[config.mk]
export PLATFORM = sky130hd
export DESIGN_NAME = nibble_demux_assembler_flat
export DESIGN_NICKNAME = d
export VERILOG_FILES = /design/src/rtl/nibble_demux_assembler_if.sv /design/src/rtl/nibble_demux_assembler.sv /design/src/flat_wrapper.sv
export SDC_FILE = /design/constraint.sdc
export NUM_CORES = 1
export LEC_CHECK = 0
export BUFFER_PORTS_ARGS = -buffer_cell sky130_fd_sc_hd__buf_2
export CAP_MARGIN = 10
export CELL_PAD_IN_SITES_DETAIL_PLACEMENT = 1
export CELL_PAD_IN_SITES_GLOBAL_PLACEMENT = 1
export CORE_UTILIZATION = 36
export DETAILED_ROUTE_END_ITERATION = 7
export PLACE_DENSITY_LB_ADDON = 0.1
export SLEW_MARGIN = 5
export SYNTH_ARGS = -nofsm -noshare
export SYNTH_HDL_FRONTEND = slang
export SYNTH_SLANG_ARGS = --single-unit
export TNS_END_PERCENT = 30
[constraint.sdc]
create_clock -name clk -period 1.9 [get_ports clk]
set_input_delay 0.19 -clock clk [delete_from_list [all_inputs] [get_ports clk]]
set_output_delay 0.19 -clock clk [all_outputs]
set_load 0.005 [all_outputs]
[src/rtl/nibble_demux_assembler_if.sv]
// Bus bundle for nibble_demux_assembler: beat input side, word output side,
// and the error/count/timeout status lines.
interface nibble_demux_assembler_if #(
    parameter int WIDTH = 4
);
    logic                 in_valid;
    logic                 in_sel;
    logic [WIDTH-1:0]     in_data;
    logic                 in_ready;
    logic                 flush;
    logic [2*WIDTH-1:0]   out_data;
    logic                 out_valid;
    logic                 out_ready;
    logic                 seq_err;
    logic                 err_clr;
    logic [7:0]           pair_count;
    logic                 timeout;

    modport master (
        output in_valid, in_sel, in_data, flush, out_ready, err_clr,
        input  in_ready, out_data, out_valid, seq_err, pair_count, timeout
    );

    modport slave (
        input  in_valid, in_sel, in_data, flush, out_ready, err_clr,
        output in_ready, out_data, out_valid, seq_err, pair_count, timeout
    );
endinterface

[src/rtl/nibble_demux_assembler.sv]
// Reassembles low/high beats from a 2:1 time-multiplexed bus into one word.
// Optional partial-word idle timeout is enabled by defining DEMUX_TIMEOUT_EN.
module nibble_demux_assembler #(
    parameter int WIDTH   = 4,
    parameter int TIMEOUT = 15
) (
    input  logic                         clk,
    input  logic                         reset,
    nibble_demux_assembler_if.slave      bus
);
    localparam logic [1:0] ST_EMPTY = 2'd0;
    localparam logic [1:0] ST_HALF  = 2'd1;
    localparam logic [1:0] ST_FULL  = 2'd2;

    if (TIMEOUT < 1 || TIMEOUT > 255) begin : g_bad_timeout
        $error("TIMEOUT must be in 1..255");
    end

    logic [1:0]           state_q, state_d;
    logic [WIDTH-1:0]     low_q, low_d;
    logic [2*WIDTH-1:0]   out_data_q, out_data_d;
    logic                 seq_err_q, seq_err_d;
    logic [7:0]           pair_count_q, pair_count_d;
    logic                 in_ready;
    logic                 beat;
    logic                 handoff;
    logic                 set_err;

`ifdef DEMUX_TIMEOUT_EN
    localparam logic [7:0] IDLE_LAST = 8'(TIMEOUT - 1);
    logic [7:0]           idle_cnt_q, idle_cnt_d;
    logic                 timeout_q, timeout_d;
`endif

    // A held word blocks new beats unless the consumer frees it this cycle.
    assign in_ready = (state_q != ST_FULL) || bus.out_ready;
    assign beat     = bus.in_valid && in_ready;
    assign handoff  = (state_q == ST_FULL) && bus.out_ready;

    // NOTE: every always_comb output gets a default first so no latch is inferred.
    always_comb begin
        state_d      = state_q;
        low_d        = low_q;
        out_data_d   = out_data_q;
        pair_count_d = pair_count_q;
        set_err      = 1'b0;
`ifdef DEMUX_TIMEOUT_EN
        idle_cnt_d   = 8'd0;
        timeout_d    = 1'b0;
`endif

        if (bus.flush) begin
            state_d = ST_EMPTY;
        end else begin
            case (state_q)
                ST_EMPTY: begin
                    if (beat) begin
                        if (!bus.in_sel) begin
                            low_d   = bus.in_data;
                            state_d = ST_HALF;
                        end else begin
                            set_err = 1'b1;
                        end
                    end
                end
                ST_HALF: begin
                    if (beat) begin
                        if (bus.in_sel) begin
                            out_data_d = {bus.in_data, low_q};
                            state_d    = ST_FULL;
                        end else begin
                            low_d   = bus.in_data;
                            set_err = 1'b1;
                        end
                    end else begin
`ifdef DEMUX_TIMEOUT_EN
                        if (idle_cnt_q == IDLE_LAST) begin
                            state_d   = ST_EMPTY;
                            low_d     = '0;
                            set_err   = 1'b1;
                            timeout_d = 1'b1;
                        end else begin
                            idle_cnt_d = idle_cnt_q + 8'd1;
                        end
`endif
                    end
                end
                ST_FULL: begin
                    if (handoff) begin
                        pair_count_d = pair_count_q + 8'd1;
                        state_d      = ST_EMPTY;
                        if (beat) begin
                            if (!bus.in_sel) begin
                                low_d   = bus.in_data;
                                state_d = ST_HALF;
                            end else begin
                                set_err = 1'b1;
                            end
                        end
                    end
                end
                default: state_d = ST_EMPTY;
            endcase
        end

        // Setting wins over clearing so an error in the clear cycle is not lost.
        if (set_err) begin
            seq_err_d = 1'b1;
        end else if (bus.err_clr) begin
            seq_err_d = 1'b0;
        end else begin
            seq_err_d = seq_err_q;
        end
    end

    // NOTE: sequential state uses non-blocking assignments only.
    always_ff @(posedge clk) begin
        if (reset) begin
            state_q      <= ST_EMPTY;
            low_q        <= '0;
            out_data_q   <= '0;
            seq_err_q    <= 1'b0;
            pair_count_q <= 8'd0;
        end else begin
            state_q      <= state_d;
            low_q        <= low_d;
            out_data_q   <= out_data_d;
            seq_err_q    <= seq_err_d;
            pair_count_q <= pair_count_d;
        end
    end

`ifdef DEMUX_TIMEOUT_EN
    always_ff @(posedge clk) begin
        if (reset) begin
            idle_cnt_q <= 8'd0;
            timeout_q  <= 1'b0;
        end else begin
            idle_cnt_q <= idle_cnt_d;
            timeout_q  <= timeout_d;
        end
    end

    assign bus.timeout = timeout_q;
`else
    assign bus.timeout = 1'b0;
`endif

    assign bus.in_ready   = in_ready;
    assign bus.out_data   = out_data_q;
    assign bus.out_valid  = (state_q == ST_FULL);
    assign bus.seq_err    = seq_err_q;
    assign bus.pair_count = pair_count_q;
endmodule

[src/flat_wrapper.sv]
// flat-port wrapper written by rule: the top's interface ports become plain ports
module nibble_demux_assembler_flat 
#(
    parameter int WIDTH   = 4,
    parameter int TIMEOUT = 15
)
  (clk, reset, bus_in_valid, bus_in_sel, bus_in_data, bus_flush, bus_out_ready, bus_err_clr, bus_in_ready, bus_out_data, bus_out_valid, bus_seq_err, bus_pair_count, bus_timeout);
  nibble_demux_assembler_if #(.WIDTH(WIDTH)) bus_i ();
  input  logic clk;
  input  logic reset;
  input wire logic [$bits(bus_i.in_valid)-1:0] bus_in_valid;
  input wire logic [$bits(bus_i.in_sel)-1:0] bus_in_sel;
  input wire logic [$bits(bus_i.in_data)-1:0] bus_in_data;
  input wire logic [$bits(bus_i.flush)-1:0] bus_flush;
  input wire logic [$bits(bus_i.out_ready)-1:0] bus_out_ready;
  input wire logic [$bits(bus_i.err_clr)-1:0] bus_err_clr;
  output wire logic [$bits(bus_i.in_ready)-1:0] bus_in_ready;
  output wire logic [$bits(bus_i.out_data)-1:0] bus_out_data;
  output wire logic [$bits(bus_i.out_valid)-1:0] bus_out_valid;
  output wire logic [$bits(bus_i.seq_err)-1:0] bus_seq_err;
  output wire logic [$bits(bus_i.pair_count)-1:0] bus_pair_count;
  output wire logic [$bits(bus_i.timeout)-1:0] bus_timeout;
  assign bus_i.in_valid = bus_in_valid;
  assign bus_i.in_sel = bus_in_sel;
  assign bus_i.in_data = bus_in_data;
  assign bus_i.flush = bus_flush;
  assign bus_i.out_ready = bus_out_ready;
  assign bus_i.err_clr = bus_err_clr;
  assign bus_in_ready = bus_i.in_ready;
  assign bus_out_data = bus_i.out_data;
  assign bus_out_valid = bus_i.out_valid;
  assign bus_seq_err = bus_i.seq_err;
  assign bus_pair_count = bus_i.pair_count;
  assign bus_timeout = bus_i.timeout;
  nibble_demux_assembler #(.WIDTH(WIDTH), .TIMEOUT(TIMEOUT)) u_core (.clk(clk), .reset(reset), .bus(bus_i));
endmodule
==> reports/metrics.yaml <==
timing:
  rsz0062_at_grt: "false"
  slew_violations: 0
  tightest_slew_ns: 0.520
  tns_ns: 0
  slew_headroom_pct: 65.3
  maxClockFrequency_mhz: 660
  finalCritPeriodShare_pct: 79.7
  finalClockSkew_ns: 0.00410
  setup_slack_ns: 0.386
  min_period_ns: 1.51
  setup_viol: 0
  hold_viol: 0
  whs_ns: 0.129
power_and_ir_drop:
  leakage_nw: 0.472
  p_per_area_nw_per_um2: 656
  total_power_mw: 0.768
  irDropWorstVdd_uv: 428
logic_synthesis:
  postSynthAreaPerCell_um2: 9.51
  synth_edf_count: 0
  yosysWarnings: 0
  seq_area_frac_synth_pct: 47.0
  ys_ff_latch: 23
  async_reset_ff_share_pct: 0
  syn_inst: 103
  synth_area_um2: 980
  syn_nets: 115
  ys_types: 31
  ys.flop_type: "dfxtp_1"
finish:
  layout_commonest_cell: "buf_2"
  area_growth_pct: 19.5
  stdcell_count: 162
  antenna_cells: 0
  final_area_um2: 1170
  layout-drive-gt1-share_pct: 28.8
  postLayoutCoreUtil_pct: 46.4
  fin_nets: 145
  layout_common_cells: "buf_2, dfxtp_1, nor2_1"
grt:
  grt.overflow.total: 0
  grtUsageTotal_pct: 16.3
  grt_pass1_vias: 717
  grtUsageMet2_pct: 26.8
  met3_usage_pct: 3.39
  grt_start_max_net_pins: 24
  grt_pass1_wl_mm: 3.35
  top_usage_layer: "met2"
  antenna_found_initial: 0
  use_met1_pct: 20.4
setup_path:
  max_stage_delay_ns: 0.52
  crit_slowest_cell: "dfxtp_1"
  worst-path-max-fanout: 8
  critPathArrivalTime_ns: 1.71
  crit_type: "reg2reg"
  required_ns: 2.09
  end_kind: "register"
  start_kind: "register"
  path_cells: "nand4bb_1 > nor4_2 > xnor2_1 > nor2_1"
clock_network:
  cts_tree: "done"
  cts_made_buffers: 3
  postCtsHoldBufs: 0
  cts_buffer_depth: 2
  cts_setup_buffers: 0
  htree_levels: 1
  clock_latency_ns: 0.31
  path_clk_slew_ns: 0.12
  cts_root_buffer: "clkbuf_4"
  post_cts_resized: 0
  cts.sinks: 23
place:
  dp_cells: 158
  port_buffers: 29
  place_worst_setup_slack_ns: 0.393
  hpwl_mm: 1.57
  place_area_um2: 1140
  place.gp.congestion: 0.716
die:
  start_util_pct: 38.8
  fp.dieH_um: 54.2
  ios: 31
  die_x_um: 54.2
  dieArea_um2: 2930
  num_rows: 18
  core_um2: 2520
route:
  drtPass1Iterations: 4
  detail-route-antenna-nets: 0
  wire_per_inst_um: 13.1
  drtIter0Drc: 10
  finalWirelength_mm: 2.12
  vias: 791
  vias_per_cell: 4.88
  drc: 0
run_status:
  status: "complete, no violations"
job:
  maxCapViolCount: 0
min_path:
  hold_class: "in2reg"
kinds of logic after synthesis:
| logic type | count (synthesis) | share of synthesized area, % |
|---|---|---|
| and+or+nand+nor | 42 | 22.9 |
| DFF | 23 | 47.0 |
| adders and majority gates | 1 | 1.28 |
| AOI/OAI and AO/OA | 9 | 6.77 |
| muxes | 12 | 12.3 |
| other | 1 | 0.383 |
| xor gates and xnor gates | 6 | 5.36 |
| buffers and inverters | 9 | 4.09 |
synthesized netlist by cell type, types with 2 or more instances:
| master | number | area [um^2] |
|---|---|---|
| nor2_1 | 19 | 71.3 |
| nor3_1 | 3 | 15.0 |
| nand2b_1 | 2 | 12.5 |
| mux2i_1 | 12 | 120 |
| inv_1 | 3 | 11.3 |
| dfxtp_1 | 23 | 460 |
| xor2_1 | 2 | 17.5 |
| o21ai_0 | 2 | 10.0 |
| buf_2 | 2 | 10.0 |
| xnor2_1 | 4 | 35.0 |
| clkbuf_1 | 2 | 7.51 |
| nand3_1 | 2 | 10.0 |
| a21oi_1 | 2 | 10.0 |
| nand2_1 | 7 | 26.3 |
| or3_1 | 2 | 12.5 |
where the power goes:
group | switching (mW) | leakage, nW | internal (mW) | total, mW
sequential | 0.00367 | 0.186 | 0.488 | 0.491
clock | 0.144 | 0.0150 | 0.0819 | 0.226
combinational | 0.0296 | 0.271 | 0.0212 | 0.0508
total | 0.177 | 0.472 | 0.591 | 0.768
path summary, 6_finish.rpt:
check	startpoint	end	slack, ns	cells after the start
max	u_core.state_q[1]$_SDFFE_PP0P_	u_core.bus.pair_count[7]$_SDFFE_PP0P_	0.39	4
min	bus_in_data[1]	u_core.low_q[1]$_SDFFE_PP0P_	0.13	3
max reg2reg	u_core.state_q[1]$_SDFFE_PP0P_	u_core.bus.pair_count[7]$_SDFFE_PP0P_	0.39	4
min reg2reg	u_core.bus.out_data[0]$_SDFFE_PP0P_	u_core.bus.out_data[0]$_SDFFE_PP0P_	0.51	2
sequential cells by signal (all words and copies together), names as in the netlist:
signal	count
u_core.low_q	4
u_core.bus.seq_err	1
u_core.state_q	2
u_core.bus.pair_count	8
u_core.bus.out_data	8
area by class of cell:
type,instances,area (um^2)
flip-flops and latches,23,460
well taps,30,37.5
repair buffers,30,153
clock buffers,4,26.3
inverters,4,15.0
multi-input cells,71,479
fillers,322,1350
metal layers:
metal | share of wire, % | routed length (um) | up-vias
met3 | 3.7 | 78 | 4
li1 | - | - | 408
met5 | 0 | 0 | -
met4 | 1.2 | 26 | 0
met1 | 49 | 1030 | 361
met2 | 47 | 988 | 18
critical path, delay by kind of cell (launching register included):
family	cells	cell delay [ns]
flops	1	0.52
xor+xnor	1	0.15
simple gates	3	0.73
(Power assumes the default switching activity.)
